### config.mk
export PLATFORM = sky130hd
export DESIGN_NAME = chacha_stream_ctrl
export DESIGN_NICKNAME = d
export VERILOG_FILES = /design/src/rtl/chacha_stream_ctrl.sv
export SDC_FILE = /design/constraint.sdc
export NUM_CORES = 2
export LEC_CHECK = 0
export CORE_AREA = 2 2 769 771
export DETAILED_ROUTE_END_ITERATION = 10
export DIE_AREA = 0 0 771 773
export SETUP_SLACK_MARGIN = 0.05
export SLEW_MARGIN = 20
export SYNTH_ARGS = -nofsm -noshare
export SYNTH_HDL_FRONTEND = slang
export SYNTH_SLANG_ARGS = --single-unit
### constraint.sdc
create_clock -name clk -period 2.7 [get_ports clk]
set_clock_uncertainty 0.2 [all_clocks]
set_input_delay 0.405 -clock clk [delete_from_list [all_inputs] [get_ports clk]]
set_output_delay 0.405 -clock clk [all_outputs]
set_load 0.1 [all_outputs]
### src/rtl/chacha_stream_ctrl.sv
// ChaCha20 keystream job controller.
// Latches key/nonce/counter for a job, feeds the external block core one block at a time,
// buffers each core result and hands it to a valid/ready consumer with a final-block flag.
// Optional build macro CHACHA_CTRL_XOR_EN: adds a 512-bit din input and outputs buffer ^ din
// (ciphertext) instead of the raw keystream.
module chacha_stream_ctrl #(
  parameter int unsigned CNT_W = 16
) (
  input  logic             clk,
  input  logic             rst,
  input  logic             start,
  input  logic [255:0]     key,
  input  logic [95:0]      nonce,
  input  logic [31:0]      ctr_init,
  input  logic [CNT_W-1:0] nblocks,
  output logic [511:0]     core_state_in,
  input  logic [511:0]     core_state_out,
  output logic             ks_valid,
  input  logic             ks_ready,
`ifdef CHACHA_CTRL_XOR_EN
  input  logic [511:0]     din,
`endif
  output logic [511:0]     ks_data,
  output logic             ks_last,
  output logic             busy,
  output logic             done,
  output logic             ctr_wrap
);

  typedef enum logic [2:0] {
    StIdle  = 3'd0,
    StIssue = 3'd1,
    StWait  = 3'd2,
    StOut   = 3'd3,
    StFin   = 3'd4
  } state_e;

  state_e             state_q, state_d;
  logic [255:0]       key_q, key_d;
  logic [95:0]        nonce_q, nonce_d;
  logic [31:0]        ctr_q, ctr_d;
  logic [CNT_W-1:0]   rem_q, rem_d;
  logic [511:0]       buf_q, buf_d;
  logic               wrap_q, wrap_d;

  // Key and nonce chunks are byte strings; ChaCha loads each 4-byte group little-endian.
  function automatic logic [31:0] le32(input logic [31:0] w);
    return {w[7:0], w[15:8], w[23:16], w[31:24]};
  endfunction

  // Core input is always the latched job state with the current counter.
  always_comb begin
    core_state_in = '0;
    core_state_in[511:384] = {32'h61707865, 32'h3320646e, 32'h79622d32, 32'h6b206574};
    for (int i = 0; i < 8; i++) begin
      core_state_in[383-32*i -: 32] = le32(key_q[255-32*i -: 32]);
    end
    core_state_in[127:96] = ctr_q;
    for (int i = 0; i < 3; i++) begin
      core_state_in[95-32*i -: 32] = le32(nonce_q[95-32*i -: 32]);
    end
  end

  // Next-state logic for the job FSM and its datapath registers.
  always_comb begin
    state_d = state_q;
    key_d   = key_q;
    nonce_d = nonce_q;
    ctr_d   = ctr_q;
    rem_d   = rem_q;
    buf_d   = buf_q;
    wrap_d  = wrap_q;
    unique case (state_q)
      StIdle: begin
        if (start) begin
          key_d   = key;
          nonce_d = nonce;
          ctr_d   = ctr_init;
          rem_d   = nblocks;
          wrap_d  = 1'b0;
          state_d = (nblocks != '0) ? StIssue : StFin;
        end
      end
      // Core samples core_state_in at the end of this cycle.
      StIssue: state_d = StWait;
      // Core result is registered by now; capture it.
      StWait: begin
        buf_d   = core_state_out;
        state_d = StOut;
      end
      StOut: begin
        if (ks_ready) begin
          if (rem_q != CNT_W'(1)) begin
            rem_d   = rem_q - CNT_W'(1);
            ctr_d   = ctr_q + 32'd1;
            if (ctr_q == 32'hFFFF_FFFF) wrap_d = 1'b1;
            state_d = StIssue;
          end else begin
            state_d = StFin;
          end
        end
      end
      StFin:   state_d = StIdle;
      default: state_d = StIdle;
    endcase
  end

  // State and datapath registers with synchronous reset.
  always_ff @(posedge clk) begin
    if (rst) begin
      state_q <= StIdle;
      key_q   <= '0;
      nonce_q <= '0;
      ctr_q   <= '0;
      rem_q   <= '0;
      buf_q   <= '0;
      wrap_q  <= 1'b0;
    end else begin
      state_q <= state_d;
      key_q   <= key_d;
      nonce_q <= nonce_d;
      ctr_q   <= ctr_d;
      rem_q   <= rem_d;
      buf_q   <= buf_d;
      wrap_q  <= wrap_d;
    end
  end

  // Status and stream outputs decoded from the registered state.
  always_comb begin
    ks_valid = (state_q == StOut);
    ks_last  = (state_q == StOut) && (rem_q == CNT_W'(1));
    busy     = (state_q != StIdle);
    done     = (state_q == StFin);
    ctr_wrap = wrap_q;
`ifdef CHACHA_CTRL_XOR_EN
    ks_data  = buf_q ^ din;
`else
    ks_data  = buf_q;
`endif
  end

endmodule
After elaboration in Yosys (flattened, before gate mapping)
Index checks and enable logic that the tools add are counted.
{"block": "classes", "addsub": 2, "n_eq_ne": 11, "muxes": 18, "reduce_logical": 9}
{"cell": "$mux W32", "n": 3}
{"cell": "$pmux W32 S2", "n": 1}
{"cell": "$mux W16", "n": 3}
{"cell": "$add A32 B1 Y32 const B", "n": 1}
{"cell": "$eq A32 B32 Y1 const B", "n": 1}
{"cell": "$pmux W16 S2", "n": 1}
{"cell": "$eq A16 B1 Y1 const B", "n": 1}
{"cell": "$ne A16 B1 Y1 const B", "n": 1}
{"cell": "$reduce_bool A16 Y1", "n": 1}
{"cell": "$sub A16 B1 Y16 const B", "n": 1}
{"cell": "$mux W3", "n": 4}
{"cell": "$pmux W3 S4", "n": 1}
{"cell": "$eq A3 B2 Y1 const B", "n": 2}
{"cell": "$ne A2 B1 Y1 const B", "n": 3}
{"cell": "$reduce_and A5 Y1", "n": 1}
{"cell": "$mux W1", "n": 4}
{"cell": "$reduce_and A2 Y1", "n": 2}
{"cell": "$reduce_and A4 Y1", "n": 1}
{"cell": "$eq A3 B1 Y1 const B", "n": 1}
{"cell": "$eq A3 B3 Y1 const B", "n": 1}
{"cell": "$logic_not A3 Y1", "n": 1}
{"cell": "$reduce_bool A3 Y1", "n": 1}
{"cell": "$ne A2 B2 Y1 const B", "n": 1}
{"cell": "$pmux W1 S2", "n": 1}
{"cell": "2 further kinds", "n": 2}
{"block": "word_totals", "ff_bits": 916, "output_inout_bits": 1029}

Logic depth before layout (Yosys ltp)
{"block": "logic_depth", "ltp_word": 5, "depth_mapped": 9, "ltp_nobuf": 7}

Least setup slack after synthesis
Ideal clock, no wire load.
{"block": "synth_path", "path_type": "reg2out", "startpoint": "register state_q[2]", "endpoint": "output port done", "arrival_time_ns": 2.565, "slack_ns": -0.470, "path_stages_with_launch": 4, "n_path_buf": 1, "cell_sequence": "dfxtp_1 buf_2 inv_1 nor3_1"}
{"block": "synth_via", "elab_chain_len": 1}
{"item": "start: declaration", "line_no": "38", "rtl": "state_e state_q, state_d;"}
{"item": "start signal: assignment", "line_no": "111", "rtl": "state_q <= StIdle;"}
{"item": "start signal: assignment", "line_no": "119", "rtl": "state_q <= state_d;"}
{"item": "$eq A3 B3 Y1", "line_no": "134", "rtl": "done = (state_q == StFin);"}
{"item": "end: declaration", "line_no": "26", "rtl": "output logic done,"}
Every way passes these cells.

Worst setup path in the final report
{"block": "layout_path", "startpoint": "register rem_q[15]", "endpoint": "output port ks_last"}
{"block": "layout_via", "elab_chain_len": 2}
{"item": "start: declaration", "line_no": "42", "rtl": "logic [CNT_W-1:0] rem_q, rem_d;"}
{"item": "start signal: assignment", "line_no": "123", "rtl": "rem_q <= rem_d;"}
{"item": "$eq A16 B1 Y1", "line_no": "132", "rtl": "ks_last = (state_q == StOut) && (rem_q == CNT_W'(1));"}
{"item": "$logic_and A1 B1 Y1", "line_no": "132"}
{"item": "end: declaration", "line_no": "24", "rtl": "output logic ks_last,"}
Every way passes these cells.

==> results.sh <==
export IMPL_critPathMaxStageDelay_ns=0.34
export IMPL_viasPerCell=2.889
export IMPL_antenna_found_initial=455
export IMPL_p_leak_nw=26.69
export IMPL_grt_max_degree=109
export IMPL_min_period_over_period_pct=112.1
export IMPL_ys_seq_area_share_pct=54.67
export IMPL_final_util_pct=12.39
export IMPL_yosysWarningCount=0
export IMPL_clock_latency_ns=0.87
export IMPL_synth_largest_area_cell="dfxtp_1"
export IMPL_dp_cells=13810
export IMPL_seqCellArea_mm2=0.01837
export IMPL_power_density_mw_per_mm2=694.2
export IMPL_synth_ff_type="dfxtp_1"
export IMPL_min_path_type="in -> reg"
export IMPL_start_util_pct=5.706
export IMPL_placed_area_mm2=0.05904
export IMPL_vias=43510
export IMPL_cts_buffer_depth=4
export IMPL_synth_area_mm2=0.03354
export IMPL_setup_violations=2
export IMPL_power_switching_mw=20.85
export IMPL_cts_made_buffers=138
export IMPL_ir_worst_vdd_mv=0.4459
export IMPL_critPathMaxFanout=3
export IMPL_status="finished, violations left"
export IMPL_grt_busiest_layer="met2"
export IMPL_fp_dieH_um=773
export IMPL_rsz0062_at_grt="yes"
export IMPL_crit_arrival_ns=2.42
export IMPL_crit_family="simple AND/OR/NAND/NOR gates"
export IMPL_portBuffers=1816
export IMPL_worst_pin_slew_ns=0.9394
export IMPL_pin_count=1945
export IMPL_drv_cap=0
export IMPL_cts_tree="yes"
export IMPL_dr_first_iter_drc_count=2761
export IMPL_rows=282
export IMPL_wire_per_inst_um=31.41
export IMPL_place_hpwl_mm=422.4
export IMPL_grtUsageMet2_pct=22.18
export IMPL_coreArea_mm2=0.5878
export IMPL_violations="setup timing"
export IMPL_cp_required_ns=2.10
export IMPL_criticalPathCategory="reg -> out"
export IMPL_fin_crit_ns=3.027
export IMPL_track_usage_pct=15.20
export IMPL_pwr_share_clk_pct=38.3
export IMPL_slew_headroom_pct=37.80
export IMPL_fmax_mhz=330.3
export IMPL_yosysTopAreaCellShare_pct=54.67
export IMPL_end_kind="output pin"
export IMPL_layout_nets=7922
export IMPL_sequentialPowerShare_pct=29.6
export IMPL_combPwrFrac_pct=32.1
export IMPL_synth_cell_types=62
export IMPL_synth_area_leaders="dfxtp_1 (55%), nand2_1 (20%), a21oi_1 (14%)"
export IMPL_async_flop_share_pct=0
export IMPL_grtUsageMet1_pct=14.76
export IMPL_drc=0
export IMPL_hold_depth=3
export IMPL_fillers=67660
export IMPL_totalWireLength_mm=473.1
export IMPL_grt_pass1_wl_mm=563.2
export IMPL_r2r_cells=9
export IMPL_hold_violations=0
export IMPL_grt_pass1_vias=42760
export IMPL_syn_inst=4334
export IMPL_synth_edf_count=0
export IMPL_antenna_left=0
export IMPL_gr_usage_met3_pct=15.23
export IMPL_sw_frac_of_total_pct=41.24
export IMPL_overflow=0
export IMPL_first_pass_iters=6
export IMPL_cts_max_level=4
export IMPL_drive_gt1_share_pct=19.26
export IMPL_slew_violations=0
export IMPL_holdWs_ns=0.09548
export IMPL_clock_tree_root_cell="clkbuf_16"
export IMPL_path_clk_slew_ns=0.06
export IMPL_clkSinkCount=916
export IMPL_dpl_worst_slack_ns=-0.2851
export IMPL_die_w_um=771
export IMPL_path_depth=6
export IMPL_die_area_mm2=0.5960
export IMPL_ys_seq_elements=916
export IMPL_final_area_mm2=0.07282
export IMPL_p_int_mw=29.70
export IMPL_multi_input_area_mm2=0.01356
export IMPL_startpoint_type="flop"
export IMPL_worstPathCellList="nor4_4 > buf_4 > nand4_1 > buf_6 > nor2_4 > buf_12"
export IMPL_final_setup_worst_slack_ns=-0.3273
export IMPL_syn_avg_cell_area_um2=7.739
export IMPL_critical_path_buf_inv_count=3
export IMPL_area_delta_synth_final_pct=117.1
export IMPL_gp_congestion=0.9457
export IMPL_final_cells=15060
export IMPL_slowest_stage="dfxtp_1"
[layout by cell type, fill, tap and decap left out, types with 27 or more instances in the layout]
cell	instances
buf_2	202
diode_2	147
buf_4	810
o21ai_0	28
a21oi_1	914
clkdlybuf4s50_1	914
dfxtp_1	895
buf_12	58
nand2_1	1796
clkbuf_16	139
nor2_1	27
dlygate4sd3_1	851
conb_1	128
[cell families after synthesis]
| kind of cell | count (synthesis) | share of synthesized area [%] |
|---|---|---|
| flip-flops | 916 | 54.67 |
| AND/OR/NAND/NOR | 1926 | 22.33 |
| adder cells (fa/ha/maj) | 3 | 0.1119 |
| other | 2 | 0.02239 |
| buffers and inverters | 460 | 6.655 |
| AO/OA/AOI/OAI | 1027 | 16.21 |
[Yosys cell counts, types with 3 or more instances]
| master | number |
|---|---|
| o22ai_1 | 9 |
| inv_1 | 9 |
| or4_1 | 7 |
| a211oi_1 | 10 |
| and4_1 | 3 |
| o41ai_1 | 6 |
| o31ai_1 | 3 |
| nor2_1 | 29 |
| o21ai_0 | 28 |
| a31o_2 | 3 |
| or3_1 | 8 |
| a21o_1 | 3 |
| a22o_1 | 3 |
| nand3_1 | 23 |
| nand2_1 | 1797 |
| nand4_1 | 11 |
| buf_1 | 20 |
| buf_4 | 130 |
| a21oi_1 | 914 |
| o32ai_1 | 9 |
| a311oi_1 | 4 |
| nor3_1 | 14 |
| ha_1 | 3 |
| clkbuf_1 | 292 |
| and3_1 | 3 |
| nor4_1 | 14 |
| o211ai_1 | 7 |
| buf_2 | 8 |
| dfxtp_1 | 916 |
[metrics by stage]
step	power, mW	setup TNS, ns
after floorplan	23.94	0
after global placement	30.05	-52.68
after detailed placement	30.06	-53.41
after CTS	51.70	-0.4862
after global routing	52.64	-0.5394
final	50.55	-0.3359
[worst paths after layout]
kind                 from      endpoint  slack (ns)
max             rem_q[15]       ks_last       -0.33
min             nonce[39]   nonce_q[39]         0.1
max reg2reg    state_q[2]  ks_data[160]        0.18
min reg2reg  ks_data[264]  ks_data[264]        0.25
[per-layer routing]
metal	up-vias	wire length [µm]
met5	-	1156
met4	180	19050
met3	1000	104300
met2	2564	189200
met1	20270	159400
li1	19490	-
[final cells by class]
cell class	count	area share (%)
Clock inverter	61	1.074
Multi-Input combinational cell	3084	18.62
Antenna cell	147	0.5052
Inverter	9	0.04983
Sequential cell	916	25.23
Clock buffer	180	5.318
Tap cell	7810	13.42
Timing Repair Buffer	2854	35.79
[worst register-to-register path, cell delays in order (launching register included)]
cell           delay (ns)
dfxtp_4              0.36
buf_4                0.15
nor2_2               0.18
nand2_4              0.14
buf_12               0.19
buf_12               0.26
buf_4                0.23
nand2_1              0.07
a21oi_1              0.06
dlygate4sd3_1        0.55
[registers in the layout (all words and copies together), names as in the netlist]
register	count
nonce_q	96
key_q	256
ctr_wrap	1
rem_q	16
ctr_q	32
ks_data	512
state_q	3
[power groups by stage]
stage	Clock, mW	Sequential [mW]	Combinational (mW)
final	19.4	15.0	16.2
after global routing	20.6	15.1	17.0
after CTS	20.3	15.0	16.5
after detailed placement	0	15.2	14.8
after global placement	0	15.2	14.8
after floorplan	0	21.0	2.93
[timing repair]
item	4_1_cts	5_1_grt
endpoints found under the setup margin	8	6
hold buffers	851	0
endpoints found under the hold margin	846	0
buffers inserted	9	4
pin swaps	4	3
resized for setup	29	6
No activity file was read; power rests on OpenSTA's default activity.
